[src/rtl/fll_cfg_responder.sv]
`default_nettype none
// +----------------------------------------------------------------------------
// | fll_cfg_responder : responder for the four-phase FLL configuration
// |   handshake; holds three config words and returns a status word.
// | Revision: 1.0
// +----------------------------------------------------------------------------
module fll_cfg_responder #(
  parameter int unsigned ACK_DLY  = 2,
  parameter logic [31:0] CFG1_RST = 32'h0000_0000,
  parameter logic [31:0] CFG2_RST = 32'h0000_0000,
  parameter logic [31:0] CFG3_RST = 32'h0000_0000
) (
  input  logic        ref_clk,
  input  logic        rst,
  input  logic        cfgreq,
  input  logic        cfgweb,
  input  logic [1:0]  cfgad,
  input  logic [31:0] cfgd,
  input  logic [31:0] status_in,
  output logic        cfgack,
  output logic [31:0] cfgq,
  output logic [31:0] cfg1_o,
  output logic [31:0] cfg2_o,
  output logic [31:0] cfg3_o,
  output logic        cfg_update
);

  typedef enum logic [1:0] {
    S_IDLE = 2'd0,
    S_WAIT = 2'd1,
    S_ACK  = 2'd2
  } state_t;

  localparam logic [3:0] C_DLY = 4'(ACK_DLY);

  state_t      state;
  state_t      state_nxt;
  logic [3:0]  cnt;
  logic [3:0]  cnt_nxt;
  logic        capture;
  logic        commit;

  logic [1:0]  r_ad;
  logic        r_web;
  logic [31:0] r_d;
  logic [31:0] w_rdata;
  logic        w_wr_commit;
  logic        w_rd_commit;

  // The commit edge is the one leaving WAIT with the counter already at zero,
  // which places acknowledge ACK_DLY+1 edges after the capture edge.
  always_comb begin
    state_nxt = state;
    cnt_nxt   = cnt;
    capture   = 1'b0;
    commit    = 1'b0;
    case (state)
      S_IDLE: begin
        if (cfgreq) begin
          capture   = 1'b1;
          cnt_nxt   = C_DLY;
          state_nxt = S_WAIT;
        end
      end
      S_WAIT: begin
        if (cnt == 4'd0) begin
          commit    = 1'b1;
          state_nxt = S_ACK;
        end else begin
          cnt_nxt = cnt - 4'd1;
        end
      end
      S_ACK: begin
        if (!cfgreq) begin
          state_nxt = S_IDLE;
        end
      end
      default: state_nxt = S_IDLE;
    endcase
  end

  always_comb begin
    w_rdata = status_in;
    case (r_ad)
      2'd1:    w_rdata = cfg1_o;
      2'd2:    w_rdata = cfg2_o;
      2'd3:    w_rdata = cfg3_o;
      default: w_rdata = status_in;
    endcase
  end

  assign w_wr_commit = commit & ~r_web;
  assign w_rd_commit = commit & r_web;

  always_ff @(posedge ref_clk or posedge rst) begin
    if (rst) begin
      state <= S_IDLE;
      cnt   <= 4'd0;
    end else begin
      state <= state_nxt;
      cnt   <= cnt_nxt;
    end
  end

  always_ff @(posedge ref_clk or posedge rst) begin
    if (rst) begin
      r_ad  <= 2'd0;
      r_web <= 1'b0;
      r_d   <= 32'd0;
    end else if (capture) begin
      r_ad  <= cfgad;
      r_web <= cfgweb;
      r_d   <= cfgd;
    end
  end

  // Address 0 writes are acknowledged but touch nothing.
  always_ff @(posedge ref_clk or posedge rst) begin
    if (rst) begin
      cfg1_o     <= CFG1_RST;
      cfg2_o     <= CFG2_RST;
      cfg3_o     <= CFG3_RST;
      cfg_update <= 1'b0;
    end else begin
      cfg_update <= w_wr_commit && (r_ad != 2'd0);
      if (w_wr_commit) begin
        case (r_ad)
          2'd1:    cfg1_o <= r_d;
          2'd2:    cfg2_o <= r_d;
          2'd3:    cfg3_o <= r_d;
          default: ;
        endcase
      end
    end
  end

  always_ff @(posedge ref_clk or posedge rst) begin
    if (rst) begin
      cfgack <= 1'b0;
      cfgq   <= 32'd0;
    end else begin
      cfgack <= (state_nxt == S_ACK);
      if (w_rd_commit) begin
        cfgq <= w_rdata;
      end
    end
  end

endmodule
`default_nettype wire

[config.mk]
export PLATFORM = sky130hd
export DESIGN_NAME = fll_cfg_responder
export DESIGN_NICKNAME = d
export VERILOG_FILES = /design/src/rtl/fll_cfg_responder.sv
export SDC_FILE = /design/constraint.sdc
export NUM_CORES = 1
export LEC_CHECK = 0
export CORE_UTILIZATION = 43
export CTS_BUF_LIST = sky130_fd_sc_hd__clkbuf_16
export CTS_CLUSTER_DIAMETER = 80
export CTS_CLUSTER_SIZE = 28
export DETAILED_ROUTE_END_ITERATION = 8
export MAX_ROUTING_LAYER = met4
export PLACE_DENSITY = 0.73
export SKIP_LAST_GASP = 1
export SYNTH_ARGS = -nofsm -noshare
export SYNTH_HDL_FRONTEND = slang
export SYNTH_SLANG_ARGS = --single-unit
export TNS_END_PERCENT = 5
[constraint.sdc]
create_clock -name ref_clk -period 15.25 [get_ports ref_clk]
set_clock_uncertainty 0.15 [all_clocks]
set_input_delay 3.05 -clock ref_clk [delete_from_list [all_inputs] [get_ports ref_clk]]
set_output_delay 3.05 -clock ref_clk [all_outputs]
set_load 0.05 [all_outputs]
# Yosys cells after proc, flatten, opt, wreduce, memory -nomap -nowiden
# Index checks and enable logic that the tools add are counted.
# word_totals
output_inout_bits	130
mem_bits_rw	0
latch_bits	0
wordCells	44
ff_bits	171
rom_bits	0
inputBits	70
n_memories	0
# classes
n_mul	0
shift	0
div_mod_pow	0
mux	12
bitwise	3
n_reduce_logical	9
n_lt_le_gt_ge	0
addsub	1
n_eq_ne	8
# ops
cell	count
32-bit case mux with 3 select lines	1
2-bit == test (second input constant)	4
4-bit two-way mux	2
4-bit case mux with 2 select lines	1
2-bit two-way mux	3
2-bit case mux with 3 select lines	1
2-bit AND reduction	3
2-bit by 1-bit == test with 1-bit output (second input constant)	2
4-bit logical NOT	1
1-bit two-way mux	4
2-bit != test (second input constant)	2
2-bit nonzero test	2
4-bit by 1-bit subtractor with 4-bit output (second input constant)	1
3-bit AND reduction	1
1-bit AND	2
2-bit logical NOT	1
1-bit logical AND	1
1-bit inverter	1

# Longest topological paths before layout
# depth
word_depth	5
mapped_depth	7
depth_no_buf	5

# Worst setup path after synthesis
# Ideal clock, no wire load.
# synth_path
kind	in2reg
start	input cfgreq
end	register r_d[0]
setup_ns	0.117
t_arrival_ns	4.023
t_required_ns	14.983
n_path_buf	2
path_slack_ns	10.960
stages	5
path_cell_list	or3b_2 clkbuf_1 clkbuf_1 nand2_1 nand2_1
# synth_between
elab_chain_cells	2
# synth_rtl
element	line_no	source
from (decl)	15	input logic cfgreq,
1-bit two-way mux	59	if (cfgreq) begin
1-bit two-way mux	57	case (state)
to (signal assigned)	113	r_d <= cfgd;
to (decl)	45	logic [31:0] r_d;
# No other way between the ends.
# A chain may end at the register's enable or synchronous reset.

# Worst setup path after layout
# layout_path
start	register cfg2_o[1]
end	output cfg2_o[1]
# layout_rtl
element	line_no	source
from (decl)	23	output logic [31:0] cfg2_o,
from (signal assigned)	129	2'd2: cfg2_o <= r_d;
# No word-level cell between the ends.

==> flow_summary_export.csv <==
group,metric,value,unit
synth,yosysTopAreaCellShare,0.590,
clocking,clk_latency,420,ps
drt,ant_nets,0,
critical_path,cpLargestDelayFamily,"buffers and inverters",
critical_path,worstPathMaxFanout,3,
clocking,cts_root_buf,"clkbuf_16",
synth,synth-simple-area-share,0.0790,
drt,drc,0,
layout,fin_nets,770,
job,drv_cap,0,
layout,diodes,0,
synth,synth_top_family_by_area,"multiplexers",
place,placed_area,9430,um^2
timing,min_period,4860,ps
global_routing,grt.overflow.total,0,
hold_path,hp-class,"flip-flop to flip-flop",
critical_path,worstSetupPathType,"flip-flop to output port",
critical_path,start_kind,"flip-flop",
drt,vias_per_cell,5.21,
global_routing,grt_pass1_vias,5178,
clocking,path_clk_slew,60,ps
drt,wirelength,17700,um
synth,post_synth.cell_area_avg,14.5,um^2
clocking,cts_buffers,17,
synth,synth_area_leaders,"dfrtp_1 59%, mux2_2 19%, mux4_2 9.9%",
critical_path,crit_buf_inv,1,
global_routing,grt_pass1_wl,28800,um
synth,synthFlopType,"dfrtp_1",
clocking,clock_sinks,171,
floorplanning,start_util,0.439,
layout,fill_cells,1279,
outcome,status,"complete, no violations",
critical_path,reg2reg_slack,12060,ps
critical_path,r2r_cells,5,
layout,fin_area,10000,um^2
synth,async_flop_share,1.00,
pwr,powerDensity,216,nW/um^2
place,port_buffers,199,
synth,synth_top_area_cell,"dfrtp_1",
synth,synthAdderAreaFrac,0.00345,
timing,tns,0,ps
clocking,ctsHoldBuffers,0,
drt,via_count,4849,
floorplanning,rows,47,
critical_path,path_cells,"clkdlybuf4s50_1",
synth,synth_seq_area_share,0.590,
timing,slew_viol_final,0,
synth,synthMuxAreaShare,0.301,
pwr,peakVddDrop,0.123,mV
clocking,clk_path_buf_depth,2,
timing,setup_viol_count_final,0,
synth,synth_fp_nets,574,
timing,max_freq,206,MHz
global_routing,antenna_found_initial,0,
timing,slew_headroom,0.286,
drt,drt_first_iter_violations,331,
layout,final_cell_mix,"199 x clkdlybuf4s50_1, 169 x dfrtp_1, 124 x mux2_2, 111 x nand2_1, 32 x mux4_2",
synth,syn-cell-area,7260,um^2
floorplanning,design.die.area,17400,um^2
timing,hold_viol,0,
synth,netlist-cell-type-count,25,
critical_path,cp.required,12050,ps
timing,grt_setup_unrepaired,"no",
clocking,cts_tree,"yes",
timing,holdWs,354,ps
floorplanning,io_pins,200,
timing,worstMarginPinSlew,1070,ps
layout,syn2layout_area_growth,38.3,%
drt,drt_pre_antenna_iters,4,
hold_path,hold_start,"cfgq[20]",
clocking,cts_resized,0,
clocking,h-tree-depth,4,
floorplanning,core_area,16500,um^2
clocking,post_cts_buffers,0,
global_routing,grt_max_degree,92,
critical_path,rr_startpoint,"cnt[0]",
hold_path,min_path_cells,1,
floorplanning,die_x,132,um
synth,syn_inst,502,
pwr,p_leak,4.53,nW
critical_path,cp_slowest_cell,"clkdlybuf4s50_1",
global_routing,groute.usage.overall,0.223,
synth,synth-edff-count,0,
layout,layout-drive-gt1-share,0.286,
synth,ys_warn_count,0,
place,place_congestion,0.801,
floorplanning,die_y,132,um
critical_path,critical-path-max-stage-delay,830,ps
critical_path,r2r_end,"cfg2_o[14]",
critical_path,endpoint_kind,"output port",
hold_path,hold_path_end,"cfgq[20]",
place,dp_hpwl,11600,um
pwr,p_total,2.17,mW
synth,synth_xor_area_frac,0,
drt,wl_per_cell,19.0,um
timing,min_period_over_period,0.319,
synth,synth_compound_area_frac,0.00276,
synth,synth_seq_cells,171,
critical_path,cp.arrival,1660,ps
layout,layout_commonest_cell,"clkdlybuf4s50_1",
==> routing by layer <==
layer,global-route usage,share of wire
met1,0.284,0.43
met2,0.357,0.50
met3,0.0592,0.059
met4,0.0523,0.0091
met5,-,0
==> report_power, final <==
part           leakage [nW]  switching, mW  internal (mW)
Clock                 0.287          0.177          0.257
Sequential             2.22          0.151          0.612
Combinational          2.03          0.581          0.391
==> worst max-delay path by stage <==
| stage | startpoint | to | cells after the start |
|---|---|---|---|
| 2_1_floorplan | rst | cfg1_o[0] | 1 |
| 3_3_place_gp | rst | cfg1_o[15] | 3 |
| 3_5_place_dp | rst | cfgq[11] | 3 |
| 4_1_cts | rst | cfg2_o[14] | 3 |
| 5_1_grt | rst | r_d[15] | 3 |
| 6_report | cfg2_o[1] | cfg2_o[1] | 1 |
==> flip-flops by register name, summed over array words and instances, names as in the netlist <==
| register | flops |
|---|---|
| cfg1_o | 32 |
| cfg2_o | 32 |
| cfg3_o | 32 |
| state | 2 |
| cfgq | 32 |
| cnt | 4 |
| cfgack | 1 |
| r_ad | 2 |
| r_web | 1 |
| cfg_update | 1 |
| r_d | 32 |
==> stage by stage <==
| stage | instances | setup WS [ps] | util |
|---|---|---|---|
| finish | 931 | 10390 | 0.607 |
| global route | 931 | 10080 | 0.607 |
| CTS | 931 | 10320 | 0.607 |
| detailed placement | 899 | 9880 | 0.571 |
| global placement | 899 | 9950 | 0.571 |
| floorplan | 502 | 7420 | - |
==> layout make-up <==
type	count	area, um^2	share of cell area
clock buffers	17	425	0.0424
clock inverters	15	175	0.0175
inverters	3	16.3	0.00162
multi-input cells	299	2820	0.281
flip-flops and latches	171	4280	0.427
well taps	220	275	0.0274
repair buffers	206	2040	0.204
==> cell families after synthesis <==
group / Yosys count
AOI/OAI and AO/OA: 4
DFF: 171
and+or+nand+nor: 131
adders and majority gates: 2
muxes: 162
buffers and inverters: 32
==> synthesized netlist by cell type, types with 2 or more instances <==
cell / instances
nand3_1: 5
nand2b_1: 2
nor3_1: 2
mux4_2: 32
nor3b_1: 3
nor4_4: 2
clkbuf_1: 12
nand2_1: 111
mux2_2: 124
o21ai_0: 3
mux2i_1: 2
buf_1: 2
inv_1: 3
mux2_1: 4
buf_6: 6
buf_2: 9
dfrtp_1: 171
ha_1: 2
No activity file was read; power rests on OpenSTA's default activity.
